--- src/rtl/umi_fifo_sync.sv ---
`default_nettype none
// ============================================================================
//  Module   : umi_fifo_sync
//  Purpose  : Single-clock UMI transaction FIFO with runtime bypass,
//             synchronous flush, occupancy count, programmable almost-full
//             threshold and LFSR-driven pseudo-random input pushback.
//  Ports    :
//    clk, nreset          clock / asynchronous active-low reset
//    bypass               combinational in->out passthrough, storage frozen
//    chaosmode            enable pseudo-random pushback on the input side
//    flush                synchronous clear of all stored entries
//    fifo_full/empty      occupancy == DEPTH / == 0
//    fifo_almost_full     occupancy >= AFULL
//    fifo_count           current occupancy
//    umi_in_*             input transaction (valid/ready handshake)
//    umi_out_*            output transaction (valid/ready handshake)
//    vdd, vss             supply pins, no logic function
//  Revision : 1.0  initial release
// ============================================================================
module umi_fifo_sync #(
    parameter int DEPTH = 4,
    parameter int AW    = 64,
    parameter int CW    = 32,
    parameter int DW    = 256,
    parameter int AFULL = DEPTH - 1
) (
    input  logic                     clk,
    input  logic                     nreset,
    input  logic                     bypass,
    input  logic                     chaosmode,
    input  logic                     flush,
    output logic                     fifo_full,
    output logic                     fifo_empty,
    output logic                     fifo_almost_full,
    output logic [$clog2(DEPTH):0]   fifo_count,
    input  logic                     umi_in_valid,
    input  logic [CW-1:0]            umi_in_cmd,
    input  logic [AW-1:0]            umi_in_dstaddr,
    input  logic [AW-1:0]            umi_in_srcaddr,
    input  logic [DW-1:0]            umi_in_data,
    output logic                     umi_in_ready,
    output logic                     umi_out_valid,
    output logic [CW-1:0]            umi_out_cmd,
    output logic [AW-1:0]            umi_out_dstaddr,
    output logic [AW-1:0]            umi_out_srcaddr,
    output logic [DW-1:0]            umi_out_data,
    input  logic                     umi_out_ready,
    input  logic                     vdd,
    input  logic                     vss
);

    localparam int                c_iw    = $clog2(DEPTH);
    localparam int                c_pw    = c_iw + 1;
    localparam int                c_tw    = DW + AW + AW + CW;
    localparam logic [c_pw-1:0]   c_depth = c_pw'(DEPTH);
    localparam logic [c_pw-1:0]   c_afull = c_pw'(AFULL);
    localparam logic [15:0]       c_seed  = 16'hACE1;

    // Pointers carry one extra wrap bit so full and empty are distinguishable.
    logic [c_pw-1:0] r_wr_ptr;
    logic [c_pw-1:0] r_rd_ptr;
    logic [15:0]     r_lfsr;
    logic [c_tw-1:0] r_mem [DEPTH];

    logic [c_pw-1:0] w_count;
    logic [c_tw-1:0] w_in_word;
    logic [c_tw-1:0] w_rd_word;
    logic            w_chaos_block;
    logic            w_push;
    logic            w_pop;
    logic            w_lfsr_fb;

    // Supplies are carried for netlist compatibility only.
    logic w_unused_supply;
    assign w_unused_supply = vdd ^ vss;

    // ------------------------------------------------------------------------
    // Status, derived purely from registered pointers
    // ------------------------------------------------------------------------
    assign w_count          = r_wr_ptr - r_rd_ptr;
    assign fifo_count       = w_count;
    assign fifo_empty       = (w_count == '0);
    assign fifo_full        = (w_count == c_depth);
    assign fifo_almost_full = (w_count >= c_afull);

    // ------------------------------------------------------------------------
    // Chaos pushback: free-running Fibonacci LFSR x^16+x^14+x^13+x^11+1
    // ------------------------------------------------------------------------
    assign w_lfsr_fb     = r_lfsr[15] ^ r_lfsr[13] ^ r_lfsr[12] ^ r_lfsr[10];
    assign w_chaos_block = chaosmode & (r_lfsr[1:0] == 2'b00);

    always_ff @(posedge clk or negedge nreset) begin
        if (!nreset) begin
            r_lfsr <= c_seed;
        end else begin
            r_lfsr <= {r_lfsr[14:0], w_lfsr_fb};
        end
    end

    // ------------------------------------------------------------------------
    // Handshake and output selection
    // ------------------------------------------------------------------------
    // Word layout keeps cmd in the least significant bits.
    assign w_in_word = {umi_in_data, umi_in_srcaddr, umi_in_dstaddr, umi_in_cmd};
    assign w_rd_word = r_mem[r_rd_ptr[c_iw-1:0]];

    // Ready already excludes flush in fifo mode, so a flush cycle never pushes.
    assign umi_in_ready  = bypass ? umi_out_ready
                                  : (~fifo_full & ~w_chaos_block & ~flush);
    assign umi_out_valid = bypass ? umi_in_valid : ~fifo_empty;

    assign {umi_out_data, umi_out_srcaddr, umi_out_dstaddr, umi_out_cmd} =
        bypass ? w_in_word : w_rd_word;

    assign w_push = umi_in_valid  & umi_in_ready  & ~bypass;
    assign w_pop  = umi_out_valid & umi_out_ready & ~bypass;

    // ------------------------------------------------------------------------
    // Pointers: flush outranks any push or pop in the same cycle
    // ------------------------------------------------------------------------
    always_ff @(posedge clk or negedge nreset) begin
        if (!nreset) begin
            r_wr_ptr <= '0;
            r_rd_ptr <= '0;
        end else if (flush) begin
            r_wr_ptr <= '0;
            r_rd_ptr <= '0;
        end else begin
            if (w_push) begin
                r_wr_ptr <= r_wr_ptr + 1'b1;
            end
            if (w_pop) begin
                r_rd_ptr <= r_rd_ptr + 1'b1;
            end
        end
    end

    // Storage is intentionally not reset; validity is tracked by the pointers.
    always_ff @(posedge clk) begin
        if (w_push) begin
            r_mem[r_wr_ptr[c_iw-1:0]] <= w_in_word;
        end
    end

endmodule
`default_nettype wire

--- config.mk ---
export PLATFORM = sky130hd
export DESIGN_NAME = umi_fifo_sync
export DESIGN_NICKNAME = d
export VERILOG_FILES = /design/src/rtl/umi_fifo_sync.sv
export SDC_FILE = /design/constraint.sdc
export NUM_CORES = 1
export LEC_CHECK = 0
export ABC_AREA = 0
export BUFFER_PORTS_ARGS = -buffer_cell sky130_fd_sc_hd__buf_4
export CAP_MARGIN = 20
export CELL_PAD_IN_SITES_DETAIL_PLACEMENT = 0
export CELL_PAD_IN_SITES_GLOBAL_PLACEMENT = 1
export CORE_MARGIN = 2
export CORE_UTILIZATION = 40
export DETAILED_ROUTE_END_ITERATION = 8
export GPL_TIMING_DRIVEN = 0
export PLACE_DENSITY = 0.61
export SLEW_MARGIN = 40
export SYNTH_ARGS = -nofsm -noshare
export SYNTH_HDL_FRONTEND = slang
export SYNTH_SLANG_ARGS = --single-unit
--- constraint.sdc ---
create_clock -name clk -period 18.9 [get_ports clk]
set_clock_uncertainty 0.1 [all_clocks]
set_input_delay 1.89 -clock clk [delete_from_list [all_inputs] [get_ports clk]]
set_output_delay 1.89 -clock clk [all_outputs]
set_load 0.01 [all_outputs]
Yosys cells after proc, flatten, opt, wreduce, memory -nomap -nowiden
Memory sizes are Yosys's and may differ from the RTL's. Cells that the tools add are included.

Register bits after elaboration: 22. RAM bits: 1664. Output and inout bits: 424. Logic and storage cells: 37. Memories: 1.

Add/sub/neg operators: 3. Order comparisons: 1. Eq/ne operators: 1. Muxes and demuxes: 9. Bitwise operators: 15. Reduce and logical (&&, ||, !) cells: 4.

Memory list: r_mem (depth 4, bits a word 416, read ports 1, clocked after memory_dff 0, write ports 1, line 63) `logic [c_tw-1:0] r_mem [DEPTH];`.

Operator list (count): 416-bit two-way mux (1); 3-bit two-way mux (4); 1-bit bitwise AND (7); 3-bit by 1-bit adder with 3-bit output, second input constant (2); 1-bit NOT (5); 1-bit two-way mux (4); 2-bit nonzero test (2); 3-bit equality test, second input constant (1); 3-bit by 2-bit greater-or-equal comparator with 1-bit output, second input constant (1); 3-bit zero test (1); 3-bit subtractor (1); 1-bit bitwise XOR (3); 2-bit zero test (1).

Depth between registers and ports, before layout
Depth after elaboration: 10. Depth in mapped cells: 9. Gate-level depth less buffers: 9.

Worst setup path before layout
Ideal clock, no wire load.

Path kind: input to register. Start point: input bypass. End point: memory r_mem[0][0] in the netlist's numbering (enable). Arrival time: 12220 ps. Data required time: 17967 ps. Path slack: 5747 ps. Stages: 4. Path buffers: 1. Cells stage by stage: clkbuf_1 or3b_2 a211oi_4 and2_1.

Cells in the longest elaborated chain, start to end: 5.

Ends and longest elaborated chain: start: declaration (line 29) `input logic bypass,`; 1-bit two-way mux (line 108) `assign umi_in_ready = bypass ? umi_out_ready`; 1-bit bitwise AND (line 115) `assign w_push = umi_in_valid & umi_in_ready & ~bypass;`; 1-bit bitwise AND * (line 115); 1-bit two-way mux * (line 140) `if (w_push) begin`; 1-bit two-way mux (not written as such) * (line 141) `r_mem[r_wr_ptr[c_iw-1:0]] <= w_in_word;`; end: declaration (line 63).

Mark *: on every way between the ends. The rest lies on a longest branch, timed or not.

Worst setup path after layout
Start point: input bypass. End point: output umi_out_data[193].

Cells in the longest elaborated chain, start to end: 1.

Ends and longest elaborated chain: 416-bit two-way mux (line 113) `bypass ? w_in_word : w_rd_word;`; end: declaration (line 46) `output logic [DW-1:0] umi_out_data,`.

No other way between the ends.

==> metrics.sh <==
OUTCOME='finished, final reports clean'
START_UTIL_PCT=40.33
INTERNAL_mW=6.381
DETAIL_ROUTE.ITER0.VIOLATIONS=2208
POST-SYNTH-TOP-COUNT-CELL='sky130_fd_sc_hd__edfxtp_1'
CTS.HOLD.BUFFERS_ADDED=0
GRT_PASS1_WL_UM=235200
SW_FRAC_OF_TOTAL_PCT=21.46
MAX-CAP-VIOLATIONS=0
GRT_MAX_DEGREE=35
ROWS=148
CTS.REPORTEDPATHS.CLKPINSLEW_PS=50
SYNTH_CELLS=2708
NUMBER_OF_CELLS_TRAVERSED_BY_THE_WORST_REGISTER_TO_REGISTER_PATH=15
YS_ASYNC_SR_FRACTION_PCT=1.305
SYNTH_NETS=3140
WORST_R2R_STARTPOINT='r_wr_ptr[0]'
CRIT_CHAIN='clkbuf_2 > buf_16 > clkbuf_1 > clkbuf_1 > mux2_2 > buf_4'
POWER.SHARE.SEQUENTIAL_PCT=50.9
FINAL-MAX-SLEW-VIOLATION-COUNT=0
CLOCK_POWER_SHARE_PCT=40.8
SYNTH_COMPOUND_AREA_SHARE_PCT=0.07815
POWER_PER_CELL_AREA_mW_PER_MM2=99.58
LEADING_POST_SYNTHESIS_CELLS_BY_CELL_AREA='sky130_fd_sc_hd__edfxtp_1, sky130_fd_sc_hd__mux4_2, sky130_fd_sc_hd__mux2_2'
SYNTH_XOR_XNOR_AREA_SHARE_PCT=0.09340
AREA.SEQUENTIAL_MM2=0.05053
YOSYS_REGISTER_BITS=1686
TIMING.CRITICAL_PATH.SLOWEST_CELL_DELAY_PS=630
YOSYSTOPAREACELLSHARE_PCT=76.12
SYNTH_SIMPLE_GATE_AREA_SHARE_PCT=0.1582
DIE_Y_UM=409.1
TIMING.CRITICAL_PATH.FROM_TYPE='input pin'
DIEAREA_MM2=0.1674
IO_PINS=849
PLACEABLECOREAREA_MM2=0.1628
CTS-ROOT-BUF='sky130_fd_sc_hd__clkbuf_16'
REG2REG_SETUP_SLACK_PS=13980
WORSTSKEWPAIRLATENCY_PS=800
CRITICAL_PATH.MOST_COMMON_CELL='sky130_fd_sc_hd__clkbuf_1'
DRCVIOLATIONCOUNT=0
DETAILROUTE.VIA_COUNT=31980
POST_SYNTH_INSTANCE_AREA_MM2=0.06564
YOSYSWARNINGS=0
WORSTSETUPENDPOINT='umi_out_data[193]'
SYNTH.MUX.AREA_FRACTION_PCT=21.47
SYNTH_EDF_COUNT=1664
TOTAL_LEAKAGE_POWER_nW=26.88
POST_SYNTHESIS_SHARE_OF_CELL_AREA_SPENT_ON_FULL_ADDERS_HALF_ADDERS_AND_MAJORITY_GATES_PCT=0.1449
TRITONCTS_CLOCK_TREE='done'
CTS_MADE_BUFFERS=179
MAX-SLEW-MARGIN-REL_PCT=45.63
FINAL.PERIOD_UTILIZATION_PCT=33.13
RSZ0062_AT_GRT='false'
GRT_OVERFLOW_TOTAL=0
SYNTH_COMMONEST_CELLS='sky130_fd_sc_hd__edfxtp_1, sky130_fd_sc_hd__mux2_2, sky130_fd_sc_hd__mux4_2'
POSTSYNTHAREAPERCELL_UM2=24.24
AREA_GROWTH_SYN_TO_LAYOUT_PCT=24.29
POWER.SHARE.COMBINATIONAL_PCT=8.2
GPL_WTD_CONG=0.7576
ACHIEVABLE-FREQUENCY_MHz=159.7
YOSYSSEQAREASHARE_PCT=76.98
NUMCLOCKSINKS=1686
YOSYS_MOST_USED_DFF='sky130_fd_sc_hd__edfxtp_1'
SETUP.WORST_PATH.START='bypass'
POST_CTS_RESIZED=0
BUFFER_PORTS.INSERTED=845
HPWLAFTERDP_UM=112400
HOLD_WS_PS=252.6
VDD.IR_DROP.WORST_V=0.00009267
OVERALL_GLOBAL_ROUTING_USAGE_PCT=19.35
CRIT_PATH_END_KIND='output pin'
GRT_PASS1_VIAS=33410
WORST-ENDPOINT-ARRIVAL_PS=4270
TOTAL_SWITCHING_POWER_mW=1.743
MULTI_INPUT_AREA_MM2=0.01441
CRITPATHKIND='in2out'
FINALNETCOUNT=4229
CTS.PATH.MAX_BUFFERS=3
DRT-PASS1-ITER-COUNT=5
POSTCTSSETUPREPAIRBUFS=0
ANTENNA_VIOLATIONS_BEFORE_REPAIR=39
FINALHOLDVIOLCOUNT=0
YS_TYPES=30
COMBINATIONAL_FAMILY_WITH_THE_MOST_AREA_AFTER_SYNTHESIS='multiplexers'
H-TREE-DEPTH=4
POST_DRT_WL_PER_CELL_UM=26.75
REGTOREGENDPOINT='r_mem[2][127]'
TOTAL_POWER_AFTER_LAYOUT_mW=8.124
WIRELENGTH_UM=164200
CRITICAL_PATH_PEAK_FANOUT=10
RATIO_OF_CELLS_WITH_DRIVE_ABOVE_1_IN_THE_FINAL_LAYOUT_PCT=51.80
MIN_PATH_TYPE='reg2reg'
SETUP_VIOL_COUNT_FINAL=0
WORSTMARGINPINSLEW_PS=815.6
CRITPATHREQUIREDTIME_PS=16910
TIMING.CRITICAL_PATH.SLOWEST_STAGE_CELL='sky130_fd_sc_hd__clkbuf_1'
FINAL_PERIOD_DEMAND_OF_THE_WORST_PATH_PS=6261
SYNTHDOMINANTAREACELLTYPE='sky130_fd_sc_hd__edfxtp_1'
DIEWIDTH_UM=409.1
FILL_CELLS=13260
ANTENNA_VIOLATING_NETS_POST_ROUTE=0
VIAS_PER_CELL=5.210
==> registers in the layout (all words and copies together) (netlist names) <==
name and flops:
r_wr_ptr 3, r_mem 1664, r_rd_ptr 3, r_lfsr 16
==> layer usage <==
layer  routed length (um)  vias to the layer above  global-route usage, %
met5                  295                        -                      0
met1                65000                    16940                  24.28
met2                80160                      939                  30.82
met3                13760                      260                  7.043
met4                 4930                       44                  7.175
li1                     -                    13790                      -
==> cells by family after synthesis <==
kind of cell	after synthesis
multiplexers	836
XOR/XNOR	7
AO/OA/AOI/OAI	6
adder cells (fa/ha/maj)	7
AND/OR/NAND/NOR	20
flip-flops	1686
buffers and inverters	146
==> placed cells by master (no fill, tap or decap), drive strengths merged <==
cell      count
bufinv        8
xor2          3
diode        14
nor3          1
mux2        416
xnor2         4
buf         981
clkinv       77
and2          5
mux4        416
o31ai         1
clkinvlp      5
a21oi         1
dfrtp        14
nor3b         1
ha            6
mux2i         4
o41ai         1
nor2          6
fa            1
or3b          1
nand2         4
nor2b         1
clkbuf      301
o21ai         2
a211oi        1
inv          14
nand2b        1
dfstp         8
edfxtp     1664
==> layout make-up <==
class	instances	area share, %
well taps	2175	3.336
diodes	14	0.04294
inverters	6	0.02760
clock buffers	234	5.898
repair buffers	908	9.347
clock inverters	98	0.9002
flip-flops and latches	1686	61.93
multi-input cells	876	17.67
plain buffers	140	0.8496
==> worst max-delay path, delay by kind of cell <==
family,cells,cell delay [ps]
muxes,1,430
buffers and inverters,5,1920
==> power by group through the flow <==
| stage | clock network, mW | logic, mW | registers, mW |
|---|---|---|---|
| floorplan | 0 | 0.328 | 4.23 |
| global placement | 0 | 0.671 | 4.24 |
| detailed placement | 0 | 0.682 | 4.22 |
| CTS | 3.41 | 0.685 | 4.14 |
| global route | 3.55 | 0.718 | 4.14 |
| finish | 3.32 | 0.670 | 4.14 |
==> how the worst min path moves through the flow <==
stage,from,to,slack (ps),cells past startpoint
2_1_floorplan,r_lfsr[2],r_lfsr[3],230,0
3_3_place_gp,r_lfsr[3],r_lfsr[4],240,0
3_5_place_dp,r_lfsr[8],r_lfsr[9],240,0
4_1_cts,r_lfsr[14],r_lfsr[15],260,0
5_1_grt,r_lfsr[9],r_lfsr[10],260,0
6_report,r_lfsr[9],r_lfsr[10],250,0
==> stage by stage <==
stage,utilization [%],TNS (ps),area (um2),instances,setup slack [ps]
6_report,50.12,0,81590,6137,12640
3_5_place_dp,46.69,0,76010,5791,12540
2_1_floorplan,-,0,65640,2708,5747
4_1_cts,50.10,0,81550,6123,12540
5_1_grt,50.12,0,81580,6135,12510
3_3_place_gp,45.90,-4865880,74710,5728,-4056
Power figures use the tool's default switching activity.
